## src/rtl/fetch_queue.sv

```systemverilog
`default_nettype none
// ============================================================================
//  Module   : fetch_queue
//  Purpose  : Instruction-fetch front end. Owns the fetch PC, issues
//             sequential requests to the instruction cache and buffers
//             completed {pc, instr} pairs in a DEPTH-entry circular FIFO
//             that decode drains through a valid/ready handshake. A
//             redirect from the branch unit flushes the queue and restarts
//             fetch at redirect_pc.
//  Ports    : clock, reset               - clock / synchronous active-high reset
//             icache_ren, icache_addr    - fetch request / address (= fetch PC)
//             icache_stall               - fetched word not valid this cycle
//             instruction_input          - fetched word
//             redirect, redirect_pc      - flush and restart fetch
//             deq_ready / deq_valid      - decode handshake
//             deq_instr, deq_pc          - head entry
//             count, full, empty         - occupancy
//  Options  : FETCHQ_BYPASS_EN - when defined, a fetch completing into an
//             empty queue is presented on the deq outputs in the same cycle.
//  Revision : 1.0 - initial release
// ============================================================================
module fetch_queue #(
    parameter int                 IADDR_W  = 32,
    parameter int                 IWORD_W  = 32,
    parameter int                 DEPTH    = 4,
    parameter logic [IADDR_W-1:0] RESET_PC = '0
) (
    input  logic                         clock,
    input  logic                         reset,
    output logic                         icache_ren,
    output logic [IADDR_W-1:0]           icache_addr,
    input  logic                         icache_stall,
    input  logic [IWORD_W-1:0]           instruction_input,
    input  logic                         redirect,
    input  logic [IADDR_W-1:0]           redirect_pc,
    input  logic                         deq_ready,
    output logic                         deq_valid,
    output logic [IWORD_W-1:0]           deq_instr,
    output logic [IADDR_W-1:0]           deq_pc,
    output logic [$clog2(DEPTH+1)-1:0]   count,
    output logic                         full,
    output logic                         empty
);

    localparam int                 c_ptr_w = $clog2(DEPTH);
    localparam int                 c_cnt_w = $clog2(DEPTH+1);
    localparam logic [IADDR_W-1:0] c_step  = IADDR_W'(IWORD_W / 8);
    localparam logic [c_cnt_w-1:0] c_depth = c_cnt_w'(DEPTH);

    // ------------------------------------------------------------------
    // State
    // ------------------------------------------------------------------
    logic [IADDR_W-1:0] fetch_pc_q, fetch_pc_d;
    logic [c_ptr_w-1:0] head_q, head_d;
    logic [c_ptr_w-1:0] tail_q, tail_d;
    logic [c_cnt_w-1:0] count_q, count_d;

    // Queue storage; contents are intentionally not reset.
    logic [IADDR_W-1:0] pc_mem_q    [DEPTH];
    logic [IWORD_W-1:0] instr_mem_q [DEPTH];

    // ------------------------------------------------------------------
    // Combinational control
    // ------------------------------------------------------------------
    logic w_full;
    logic w_empty;
    logic w_fetch_done;
    logic w_bypass_hit;   // fetch completing into an empty queue is shown on deq_*
    logic w_bypass_take;  // ... and decode consumes it, so it is never stored
    logic w_push;
    logic w_pop;

    always_comb begin
        w_full       = (count_q == c_depth);
        w_empty      = (count_q == '0);
        // Request depends only on registered occupancy, so a pop re-opens
        // fetch one cycle later with no path from deq_ready.
        icache_ren   = ~reset & ~w_full;
        w_fetch_done = icache_ren & ~icache_stall & ~redirect;
`ifdef FETCHQ_BYPASS_EN
        w_bypass_hit = w_fetch_done & w_empty;
`else
        w_bypass_hit = 1'b0;
`endif
        w_bypass_take = w_bypass_hit & deq_ready;
        w_push        = w_fetch_done & ~w_bypass_take;
        // Popping an empty queue is a no-op; a redirect suppresses the pop.
        w_pop         = deq_ready & ~w_empty & ~redirect;
    end

    // ------------------------------------------------------------------
    // Next-state
    // ------------------------------------------------------------------
    always_comb begin
        fetch_pc_d = fetch_pc_q;
        head_d     = head_q;
        tail_d     = tail_q;
        count_d    = count_q;
        if (redirect) begin
            fetch_pc_d = redirect_pc;
            head_d     = '0;
            tail_d     = '0;
            count_d    = '0;
        end else begin
            if (w_fetch_done) begin
                fetch_pc_d = fetch_pc_q + c_step;
            end
            if (w_push) begin
                tail_d = tail_q + c_ptr_w'(1);
            end
            if (w_pop) begin
                head_d = head_q + c_ptr_w'(1);
            end
            case ({w_push, w_pop})
                2'b10:   count_d = count_q + c_cnt_w'(1);
                2'b01:   count_d = count_q - c_cnt_w'(1);
                default: count_d = count_q;
            endcase
        end
    end

    always_ff @(posedge clock) begin
        if (reset) begin
            fetch_pc_q <= RESET_PC;
            head_q     <= '0;
            tail_q     <= '0;
            count_q    <= '0;
        end else begin
            fetch_pc_q <= fetch_pc_d;
            head_q     <= head_d;
            tail_q     <= tail_d;
            count_q    <= count_d;
        end
    end

    // w_push already excludes reset (via icache_ren) and redirect.
    always_ff @(posedge clock) begin
        if (w_push) begin
            pc_mem_q[tail_q]    <= fetch_pc_q;
            instr_mem_q[tail_q] <= instruction_input;
        end
    end

    // ------------------------------------------------------------------
    // Outputs
    // ------------------------------------------------------------------
    always_comb begin
        icache_addr = fetch_pc_q;
        deq_valid   = (~w_empty | w_bypass_hit) & ~redirect;
        if (w_bypass_hit) begin
            deq_instr = instruction_input;
            deq_pc    = fetch_pc_q;
        end else begin
            deq_instr = instr_mem_q[head_q];
            deq_pc    = pc_mem_q[head_q];
        end
        count = count_q;
        full  = w_full;
        empty = w_empty;
    end

endmodule
`default_nettype wire

```

## config.mk

```make
export PLATFORM = sky130hd
export DESIGN_NAME = fetch_queue
export DESIGN_NICKNAME = d
export VERILOG_FILES = /design/src/rtl/fetch_queue.sv
export SDC_FILE = /design/constraint.sdc
export NUM_CORES = 1
export LEC_CHECK = 0
export BUFFER_PORTS_ARGS = -buffer_cell sky130_fd_sc_hd__buf_2
export CELL_PAD_IN_SITES_DETAIL_PLACEMENT = 1
export CELL_PAD_IN_SITES_GLOBAL_PLACEMENT = 2
export CORE_UTILIZATION = 40
export CTS_CLUSTER_SIZE = 14
export DETAILED_ROUTE_END_ITERATION = 10
export HOLD_SLACK_MARGIN = 0.1
export PLACE_DENSITY_LB_ADDON = 0.1
export SYNTH_ARGS = -nofsm -noshare
export SYNTH_HDL_FRONTEND = slang
export SYNTH_SLANG_ARGS = --single-unit
export TNS_END_PERCENT = 1
```

## constraint.sdc

```tcl
create_clock -name clock -period 4.1 [get_ports clock]
set_clock_uncertainty 0.15 [all_clocks]
set_input_delay 0.82 -clock clock [delete_from_list [all_inputs] [get_ports clock]]
set_output_delay 0.82 -clock clock [all_outputs]
set_load 0.01 [all_outputs]
```

After elaboration in Yosys (flattened, before gate mapping):

Memories as Yosys holds them, arrays and structs flattened. A register that Yosys moved wholly into a read port is not among the register bits.
Index checks and enable logic that the tools add are counted.

* ROM bits: 0
* bits of input ports: 69
* RAM bits: 256
* register bits after elaboration: 39
* bits in latches: 0
* output and inout port bits: 103
* logic and storage cells: 38
* memories: 2

* magnitude comparators: 0
* equal/unequal tests: 3
* add/subtract/negate cells: 5
* shift operators: 0
* reduce and logical (&&, ||, !) cells: 4
* bitwise gates (word level): 11
* div/mod/pow operators: 0
* multiply operators: 0
* multiplexer cells: 9

Memories
* instr_mem_q: depth 4, bits a word 32, rd ports 1, clocked after memory_dff 1, write ports 1, line 60 `logic [IWORD_W-1:0] instr_mem_q [DEPTH];`
* pc_mem_q: depth 4, bits a word 32, rd ports 1, clocked after memory_dff 1, write ports 1, line 59 `logic [IADDR_W-1:0] pc_mem_q [DEPTH];`

Operators by type and width (count)
* $mux W32: 2
* $add A32 B3 Y32 const B: 1
* $mux W2: 4
* $and A1 B1 Y1: 6
* $pmux W3 S2: 1
* $not A1 Y1: 5
* $add A2 B1 Y2 const B: 2
* $reduce_bool A2 Y1: 2
* $add A3 B1 Y3 const B: 1
* $eq A3 B3 Y1 const B: 1
* $logic_not A3 Y1: 1
* $sub A3 B1 Y3 const B: 1
* $eq A2 B1 Y1 const B: 1
* $eq A2 B2 Y1 const B: 1
* $mux W1: 2
* $reduce_or A2 Y1: 1

Logic depth before layout (Yosys ltp):

Gate-level depths: netlist of the first run.

* depth in word-level cells: 7
* mapped depth: 10
* mapped depth without buffers: 10

Worst setup path before layout of the first run:

Ideal clock, no wire load.

* path kind: input to register
* start: in reset
* end: mem instr_mem_q[0][0] (enable)
* path slack: 0.388 ns
* path buffers: 1
* stages: 4
* required time: 3.521 ns
* data arrival time: 3.133 ns
* setup time: 0.429 ns
* cell sequence: buf_4 -> or2_2 -> nor3_2 -> and2_1

* word-level cells in the longest chain between the ends: 6

Ends and longest elaborated chain
* start, declared: line 29 `input logic reset,`
* $not A1 Y1: line 78 `icache_ren = ~reset & ~w_full;`
* $and A1 B1 Y1: line 78
* $and A1 B1 Y1 (2 in series): line 79 `w_fetch_done = icache_ren & ~icache_stall & ~redirect;`
* $mux W1: line 138 `if (w_push) begin`
* $mux W1 (not written as such): line 140 `instr_mem_q[tail_q] <= instruction_input;`
* end, declared: line 60

Every way passes these cells.

==> impl_metrics.toml, run 1 <==
[logic_synthesis]
synthesis.instances = 626
yosys_register_bits = 297
netlist-cell-type-count = 51
synth.area.top_cells = "edfxtp_1, mux4_2, dfxtp_1, nor2_1, a311oi_1"
async_reset_ff_share_pct = 0
synthAdderAreaFrac_pct = 0.820
yosysWarningCount = 0
yosysSeqAreaShare_pct = 73.4
synth_fp_nets = 702
avgSynthCellArea_sq_um = 18.5
cell_taking_the_most_area_after_synthesis = "edfxtp_1"
synth_simple_gate_area_share_pct = 6.77
combinational_family_with_the_most_area_after_synthesis = "multiplexers"
synth-compound-area-share_pct = 3.83
synth_largest_type_area_fraction_pct = 66.3
synth.area.mux_share_pct = 12.6
yosys.area_share.xor_xnor_pct = 0.982
mappedNetlistArea_sq_um = 11600
synth_top_flop_cell = "edfxtp_1"
number_of_synthesized_flops_with_an_enable_pin = 256

[floorplanning]
fp.dieArea_sq_um = 29700
die_height_microns = 172
pin_count = 172
start_util_pct = 41.2
core_area_sq_um = 28200
fp-row-count = 61
die_width_microns = 172

[clock_tree]
cts_hold_buf = 0
cts-root-buf = "clkbuf_16"
clock_insertion_delay_worst_skew_ns = 0.54
clock-sinks = 297
cts_tree = "done"
cts_made_buffers = 30
htree_levels = 1
clkSlewWorstSetupHoldPaths_ns = 0.06
cts-resized-gates = 0
clock_path_buffers = 3
cts.repair_timing.setup_buffer_count = 0

[place]
io_buffers = 171
area_after_detailed_placement_sq_um = 13000
gp_congestion = 0.756
placement.setup.worst_slack_ns = 0.638
hpwl_microns = 19100

[routing]
drc = 0
route.detailed.wl_per_inst_microns = 23.1
drt_iter0_markers = 403
post_drt_via_cell_ratio = 5.39
routed-via-count = 6529
detailedRoute.firstPassIterationCount = 4
drt-total-wl_microns = 28000
antenna_left = 0

[cells_and_area]
areaGrowthSynthToFinish_pct = 20.2
finish.net_count = 889
layout-drive-gt1-share_pct = 36.7
fin_area_sq_um = 13900
antenna_cells = 0
finalCoreUtilization_pct = 49.5

[sta]
fin_crit_sh_pct = 79.3
tns_ns = 0
finalWorstSetupSlack_ns = 0.848
hold_viol_final = 0
period_minus_slack_ns = 3.25
max_freq_mhz = 307
worst-slew-pin-transition_ns = 0.654
drv_slew = 0
rsz0062_at_grt = "no"
setup_viol = 0
slew_headroom_pct = 56.0

[critical_path]
setup.worst_path.start_class = "flop"
cp.required_ns = 3.13
cp-end-kind = "output pin"
crit_fanout = 22
arrival_ns = 2.28
crit_type = "reg2out"
rr_startpoint = "count[2]$_SDFFE_PP0P_"

[worst_hold_path]
hold_path.class = "in2reg"
hp-start = "instruction_input[23]"

[grt]
first_global_vias = 7062
grt_overflow = 0
maximum_number_of_pins_on_one_net_before_global_route_repair = 47
global_route_wire_length_before_repair_microns = 42300
number_of_antenna_violations_at_the_first_check_in_global_routing = 3
groute.usage.overall_pct = 19.4

[power]
total_power_w = 0.00636
peakVddDrop_mv = 0.346
pwr_density_cell_nw_per_um2 = 456
power.static_leakage_nw = 4.68

[run]
maxCapViolCount = 0

[status]
status = "finished clean"
metrics by stage:
| step | cells | hold WS, ns |
|---|---|---|
| after floorplan | 626 | 0.319 |
| after global routing | 1212 | 0.327 |
| after detailed placement | 1159 | 0.358 |
| after global placement | 1159 | 0.340 |
| after CTS | 1212 | 0.316 |
| final | 1212 | 0.349 |
worst paths after layout:
check | cells after the start | end | slack (ns)
min | 1 | instr_mem_q[0][23]$_DFFE_PP_ | 0.35
max | 3 | deq_instr[21] | 0.85
min reg2reg | 2 | tail_q[1]$_SDFFE_PP0P_ | 0.36
max reg2reg | 10 | count[2]$_SDFFE_PP0P_ | 1.01
power breakdown:
group	switching, W	leakage, nW	internal (W)	total, W
Clock	0.00107	0.478	0.00163	0.00270
Sequential	0.0000804	2.68	0.00334	0.00342
Combinational	0.000137	1.52	0.000104	0.000241
synth_stat cells (all sizes together), types with 4 or more instances:
cell type and n:
a211oi 9, a21oi 5, a311oi 14, a31oi 4
and2 8, and4 6, buf 12, clkbuf 16
dfxtp 41, edfxtp 256, ha 6, inv 12
mux4 64, nand2 10, nand3 16, nand4 18
nor2 38, nor3 9, o211ai 7, o21ai 9
o31ai 7, or3 9, or4 11, xnor2 5
xor2 8
layout by cell type, fill, tap and decap left out, types with 9 or more instances in the layout:
| cell | synthesis | layout |
|---|---|---|
| a311oi_1 | 14 | 14 |
| or4_1 | 9 | 9 |
| nand4_1 | 17 | 17 |
| clkbuf_1 | 16 | 9 |
| inv_1 | 12 | 12 |
| clkbuf_16 | 0 | 31 |
| nor2_1 | 38 | 38 |
| dfxtp_1 | 41 | 39 |
| mux4_2 | 64 | 64 |
| buf_4 | 2 | 10 |
| edfxtp_1 | 256 | 256 |
| buf_2 | 2 | 171 |
| o21ai_0 | 9 | 9 |
| nand3_1 | 16 | 16 |
| nand2_1 | 10 | 10 |
| a211oi_1 | 9 | 9 |
area by class of cell:
cell class | instances | area [sq um]
inverters | 12 | 45.0
multi-input cells | 287 | 2910
well taps | 378 | 473
flip-flops and latches | 297 | 8520
clock inverters | 9 | 115
fillers | 2672 | 14200
repair buffers | 185 | 1010
clock buffers | 44 | 865
critical path, cell delays in order (launching register included):
cell and delay, ns:
dfxtp_4 0.64, buf_4 0.36, mux4_2 0.56, buf_2 0.16
state kept, by name (all words and copies together), names as in the netlist, named ones only:
signal	flops
icache_addr	32
tail_q	2
count	3
head_q	2
pc_mem_q	128
instr_mem_q	128
per-layer routing:
layer,up-vias,GRT usage [%],routed length [microns]
met5,-,0,13
met1,3359,26.6,12200
met4,2,4.96,444
met3,31,2.84,1490
li1,2955,-,-
met2,182,32.4,13900
logic make-up after synthesis:
kind of cell	after synthesis
compound gates	61
xor+xnor	13
fa+ha+maj	7
buf+inv	42
flops	297
mux	66
simple gates	140
Power figures use the tool's default switching activity.
==> run 2: changes to the inputs <==
Clock period 4.1 ns to 3 ns, I/O delays scaled along.
==> run 2 against run 1 <==
Against the previous run: wire length shrank 0.22%; global-route usage about the same; combinational power increased by 52%; critical path depth is 7 higher; via count increased by 2.0%; setup slack worse by 0.56 ns; sequential share of layout area fell by 1.6 points; highest routed layer is now met4; clock power increased by 50%; final cell count up 2.6%; register-to-register slack worse by 0.73 ns; largest power group unchanged; largest cell class unchanged.
==> impl_metrics.toml, run 2 (synthesized netlist as in run 1, its figures left out) <==
[clock_tree]
clock-sinks = 297
cts-root-buf = "clkbuf_16"
cts_tree = "done"
clkSlewWorstSetupHoldPaths_ns = 0.06
clock_path_buffers = 3
cts_hold_buf = 0
cts_made_buffers = 34
htree_levels = 2
clock_insertion_delay_worst_skew_ns = 0.50

[grt]
gr-max-usage-layer = "met2"
met3_usage_pct = 3.73
met2_usage_pct = 32.7
number_of_antenna_violations_at_the_first_check_in_global_routing = 1
first_global_vias = 7157
groute.usage.overall_pct = 19.3
grt_use_met1_pct = 25.7
grt_overflow = 0
maximum_number_of_pins_on_one_net_before_global_route_repair = 65
global_route_wire_length_before_repair_microns = 42200

[place]
hpwl_microns = 18100
io_buffers = 171
area_after_detailed_placement_sq_um = 13100
gp_congestion = 0.797
post-place-cells = 1175

[sta]
max_freq_mhz = 368
rsz0062_at_grt = "no"
slew_headroom_pct = 57.5
fin_crit_sh_pct = 90.5
hold_viol_final = 0
setup_viol = 0
drv_slew = 0
fin_worst_hold_slack_ns = 0.161
worst-slew-pin-transition_ns = 0.632
period_minus_slack_ns = 2.72

[floorplanning]
die_height_microns = 172
fp-row-count = 61
pin_count = 172
core_area_sq_um = 28200
die_width_microns = 172
start_util_pct = 41.2
fp.dieArea_sq_um = 29700

[cells_and_area]
finished_layout_cells = 1244
top_library_cells_by_usage_in_the_layout_fill_and_taps_aside = "edfxtp_1, buf_2, mux4_2"
areaGrowthSynthToFinish_pct = 23.4
n_fill_cell = 2701
fin_area_sq_um = 14300
layout-drive-gt1-share_pct = 39.1
finish.net_count = 915
most_frequent_standard_cell_in_the_layout_excluding_fill_and_tap_cells = "edfxtp_1"

[critical_path]
arrival_ns = 2.99
critical-path-max-stage-delay_ns = 0.48
crit_type = "reg2reg"
crit_path_top_delay_cell = "or3b_2"
setup.worst_path.start_class = "flop"
cp-end-kind = "flop"
cp_cell_sequence = "or3b_2 > inv_1 > nor3_2 > inv_1 > ha_1 > inv_1 > fa_1 > xor2_1 > or3_1 > a21oi_1"
crit_fanout = 5
most_common_cell_on_crit_path = "inv_1"
cp.required_ns = 3.27

[power]
power.sequential.fraction_pct = 51.3
clkPwrFrac_pct = 44.6
pwr_density_cell_nw_per_um2 = 633
cell_internal_power_w = 0.00716
power.static_leakage_nw = 4.87
power.share.combinational_pct = 4.0
peakVddDrop_mv = 0.290
power.switching_fraction_pct = 20.9
p_sw_w = 0.00189

[routing]
drt_iter0_markers = 390
routed-via-count = 6657
route.detailed.wl_per_inst_microns = 22.5
drt-total-wl_microns = 28000
antenna_left = 0
detailedRoute.firstPassIterationCount = 4
drc = 0
post_drt_via_cell_ratio = 5.35

[worst_hold_path]
hold_path.class = "in2reg"

[status]
status = "finished clean"

[run]
maxCapViolCount = 0
==> run 2: changes by cell type in the layout (fill, tap and decap cells not counted), sizes merged <==
cell      delta
buf         +22
bufinv       -1
clkbuf       +3
clkinv       +5
clkinvlp     +2
diode        +1
==> run 2: final timing paths <==
path	from	to	slack, ns	cells past startpoint
worst min register to register	tail_q[1]$_SDFFE_PP0P_	tail_q[1]$_SDFFE_PP0P_	0.36	2
worst max-delay path	count[2]$_SDFFE_PP0P_	count[2]$_SDFFE_PP0P_	0.28	10
worst max register to register	count[2]$_SDFFE_PP0P_	count[2]$_SDFFE_PP0P_	0.28	10
worst min-delay path	instruction_input[12]	instr_mem_q[2][12]$_DFFE_PP_	0.16	1
==> run 2: power by group through the flow <==
stage	clock network, W	logic (W)	registers, W
2_1_floorplan	0	0.000149	0.00472
4_1_cts	0.00415	0.000372	0.00465
5_1_grt	0.00428	0.000400	0.00465
3_5_place_dp	0	0.000370	0.00473
3_3_place_gp	0	0.000359	0.00472
6_report	0.00404	0.000366	0.00465
==> run 2: metal layers <==
metal / wire, microns / vias up
met4: 476 / 0
met5: 0 / -
met2: 14000 / 169
met1: 12200 / 3439
met3: 1290 / 33
li1: - / 3016
==> run 2: final cells by class <==
cell class	instances	area, sq um	area share [%]
diodes	1	2.50	0.0175
clock buffers	47	971	6.79
clock inverters	15	146	1.02
inverters	12	45.0	0.315
multi-input cells	287	2910	20.3
flip-flops and latches	297	8520	59.5
well taps	378	473	3.31
repair buffers	207	1240	8.66
==> run 2: repair_timing <==
action                                  CTS  global route
resized for setup                         0             0
buffers inserted                          0             6
endpoints found under the setup margin    0            12
hold endpoints to repair                  0             0
==> run 2: critical path: cells and delay by family (launching register included) <==
kind,cells,cell delay [ns]
XOR/XNOR,1,0.17
flip-flops,1,0.39
AO/OA/AOI/OAI,1,0.15
buffers and inverters,3,0.33
AND/OR/NAND/NOR,3,0.85
adder cells (fa/ha/maj),2,0.61
==> run 2: per-stage QoR <==
step	utilization [%]	power (W)	TNS (ns)	setup WS, ns
after floorplan	-	0.00487	-94.40	-0.492
after global routing	50.8	0.00934	0	0.142
after global placement	46.6	0.00508	0	0.431
after CTS	50.6	0.00916	0	0.00634
after detailed placement	46.6	0.00510	0	0.316
final	50.8	0.00905	0	0.284
==> run 3: changes to the inputs <==
Settings changed: CORE_ASPECT_RATIO set to 1.25, RECOVER_POWER set to 25.
==> run 3 against run 2 <==
Against the previous run: total power decreased by 6.0%; clock power decreased by 13%; final cell count decreased by 2.6%; maximum frequency decreased by 0.70%; global-route usage decreased by 0.46 points; final area decreased by 2.0%; sequential share of layout area increased by 1.2 points; critical endpoint is now deq_instr[9]; die area about the same; register-to-register slack improved by 0.04 ns; core utilization decreased by 1.6 points; wire length decreased by 2.2%; sequential cell count unchanged.
==> impl_metrics.toml, run 3 (synthesized netlist as in run 1, its figures left out) <==
[clock_tree]
htree_levels = 1
clock_insertion_delay_worst_skew_ns = 0.54
cts_hold_buf = 0
clkSlewWorstSetupHoldPaths_ns = 0.06
cts_tree = "done"
cts_made_buffers = 31
cts-root-buf = "clkbuf_16"
clock_path_buffers = 3
clock-sinks = 297

[grt]
global_route_wire_length_before_repair_microns = 42100
groute.usage.overall_pct = 18.9
grt_overflow = 0
number_of_antenna_violations_at_the_first_check_in_global_routing = 0
maximum_number_of_pins_on_one_net_before_global_route_repair = 38
first_global_vias = 7193

[place]
io_buffers = 171
gp_congestion = 0.802
hpwl_microns = 18300
post-place-cells = 1152

[floorplanning]
start_util_pct = 40.7
fp.dieArea_sq_um = 29700
die_height_microns = 192
die_width_microns = 154
core_area_sq_um = 28500
pin_count = 172
fp-row-count = 69

[cells_and_area]
finalCoreUtilization_pct = 49.2
most_frequent_standard_cell_in_the_layout_excluding_fill_and_tap_cells = "edfxtp_1"
antenna_cells = 0
layout-drive-gt1-share_pct = 33.7
finished_layout_cells = 1212
n_fill_cell = 2727
top_library_cells_by_usage_in_the_layout_fill_and_taps_aside = "edfxtp_1, buf_2, mux4_2"
finish.net_count = 911
areaGrowthSynthToFinish_pct = 20.9

[sta]
fin_crit_sh_pct = 91.2
drv_slew = 0
slew_headroom_pct = 50.6
setup_viol = 0
rsz0062_at_grt = "no"
period_minus_slack_ns = 2.74
max_freq_mhz = 366
tns_ns = 0
hold_viol_final = 0
worst-slew-pin-transition_ns = 0.740

[routing]
drt-total-wl_microns = 27400
detailedRoute.firstPassIterationCount = 4
route.detailed.wl_per_inst_microns = 22.6
drt_iter0_markers = 294
routed-via-count = 6634
post_drt_via_cell_ratio = 5.47
drc = 0
antenna_left = 0

[critical_path]
cp-end-kind = "output pin"
crit_type = "reg2out"
arrival_ns = 1.99
cp.required_ns = 2.25
setup.worst_path.start_class = "flop"
crit_fanout = 9

[power]
pwr_density_cell_nw_per_um2 = 607
power.static_leakage_nw = 4.67
peakVddDrop_mv = 0.473
total_power_w = 0.00851

[worst_hold_path]
hold_path.class = "in2reg"

[status]
status = "finished clean"

[run]
maxCapViolCount = 0
[run 3: final timing paths]
check / start / to / slack [ns] / cells after the start
setup / recovery: flop / deq_instr[9] / 0.26 / 3
hold / removal: redirect_pc[27] / icache_addr[27]$_SDFFE_PP0N_ / 0.15 / 3
setup reg to reg: count[2]$_SDFFE_PP0P_ / count[2]$_SDFFE_PP0P_ / 0.32 / 10
hold reg to reg: tail_q[1]$_SDFFE_PP0P_ / tail_q[1]$_SDFFE_PP0P_ / 0.36 / 2
[run 3: report_power, final]
| part | leakage (nW) | switching (W) | internal, W |
|---|---|---|---|
| Clock | 0.452 | 0.00147 | 0.00205 |
| Combinational | 1.54 | 0.000207 | 0.000145 |
| Sequential | 2.68 | 0.0000845 | 0.00456 |
| Total | 4.67 | 0.00176 | 0.00675 |
[run 3: routing by layer]
layer | global-route usage, % | vias up | share of wire [%]
met5 | 0 | - | 0
met4 | 5.64 | 0 | 1.8
met3 | 2.47 | 37 | 3.6
met2 | 34.7 | 157 | 53
met1 | 23.2 | 3436 | 42
li1 | - | 3004 | -
[run 3: repair_timing]
action	4_1_cts	5_1_grt
setup endpoints to repair	0	8
gates resized for setup	0	0
buffers inserted	0	5
[run 3: cell type report]
type,count,area (sq um),share of cell area [%]
inverters,12,45.0,0.321
multi-input cells,287,2910,20.8
flip-flops and latches,297,8520,60.8
clock inverters,17,126,0.902
clock buffers,38,802,5.72
well taps,355,444,3.17
repair buffers,206,1170,8.37
[run 3: worst max-delay path, stage by stage, from the launching register on]
cell     delay, ns
dfxtp_4       0.48
buf_4         0.27
mux4_2        0.53
buf_2         0.16
[run 3: through the flow]
step | setup slack [ns] | hold slack (ns) | area [sq um]
final | 0.265 | 0.149 | 14000
after global routing | 0.162 | 0.151 | 14000
after CTS | 0.0278 | 0.102 | 14000
after floorplan | -0.492 | 0.319 | 11600
after global placement | 0.420 | 0.339 | 13100
after detailed placement | 0.278 | 0.352 | 13100
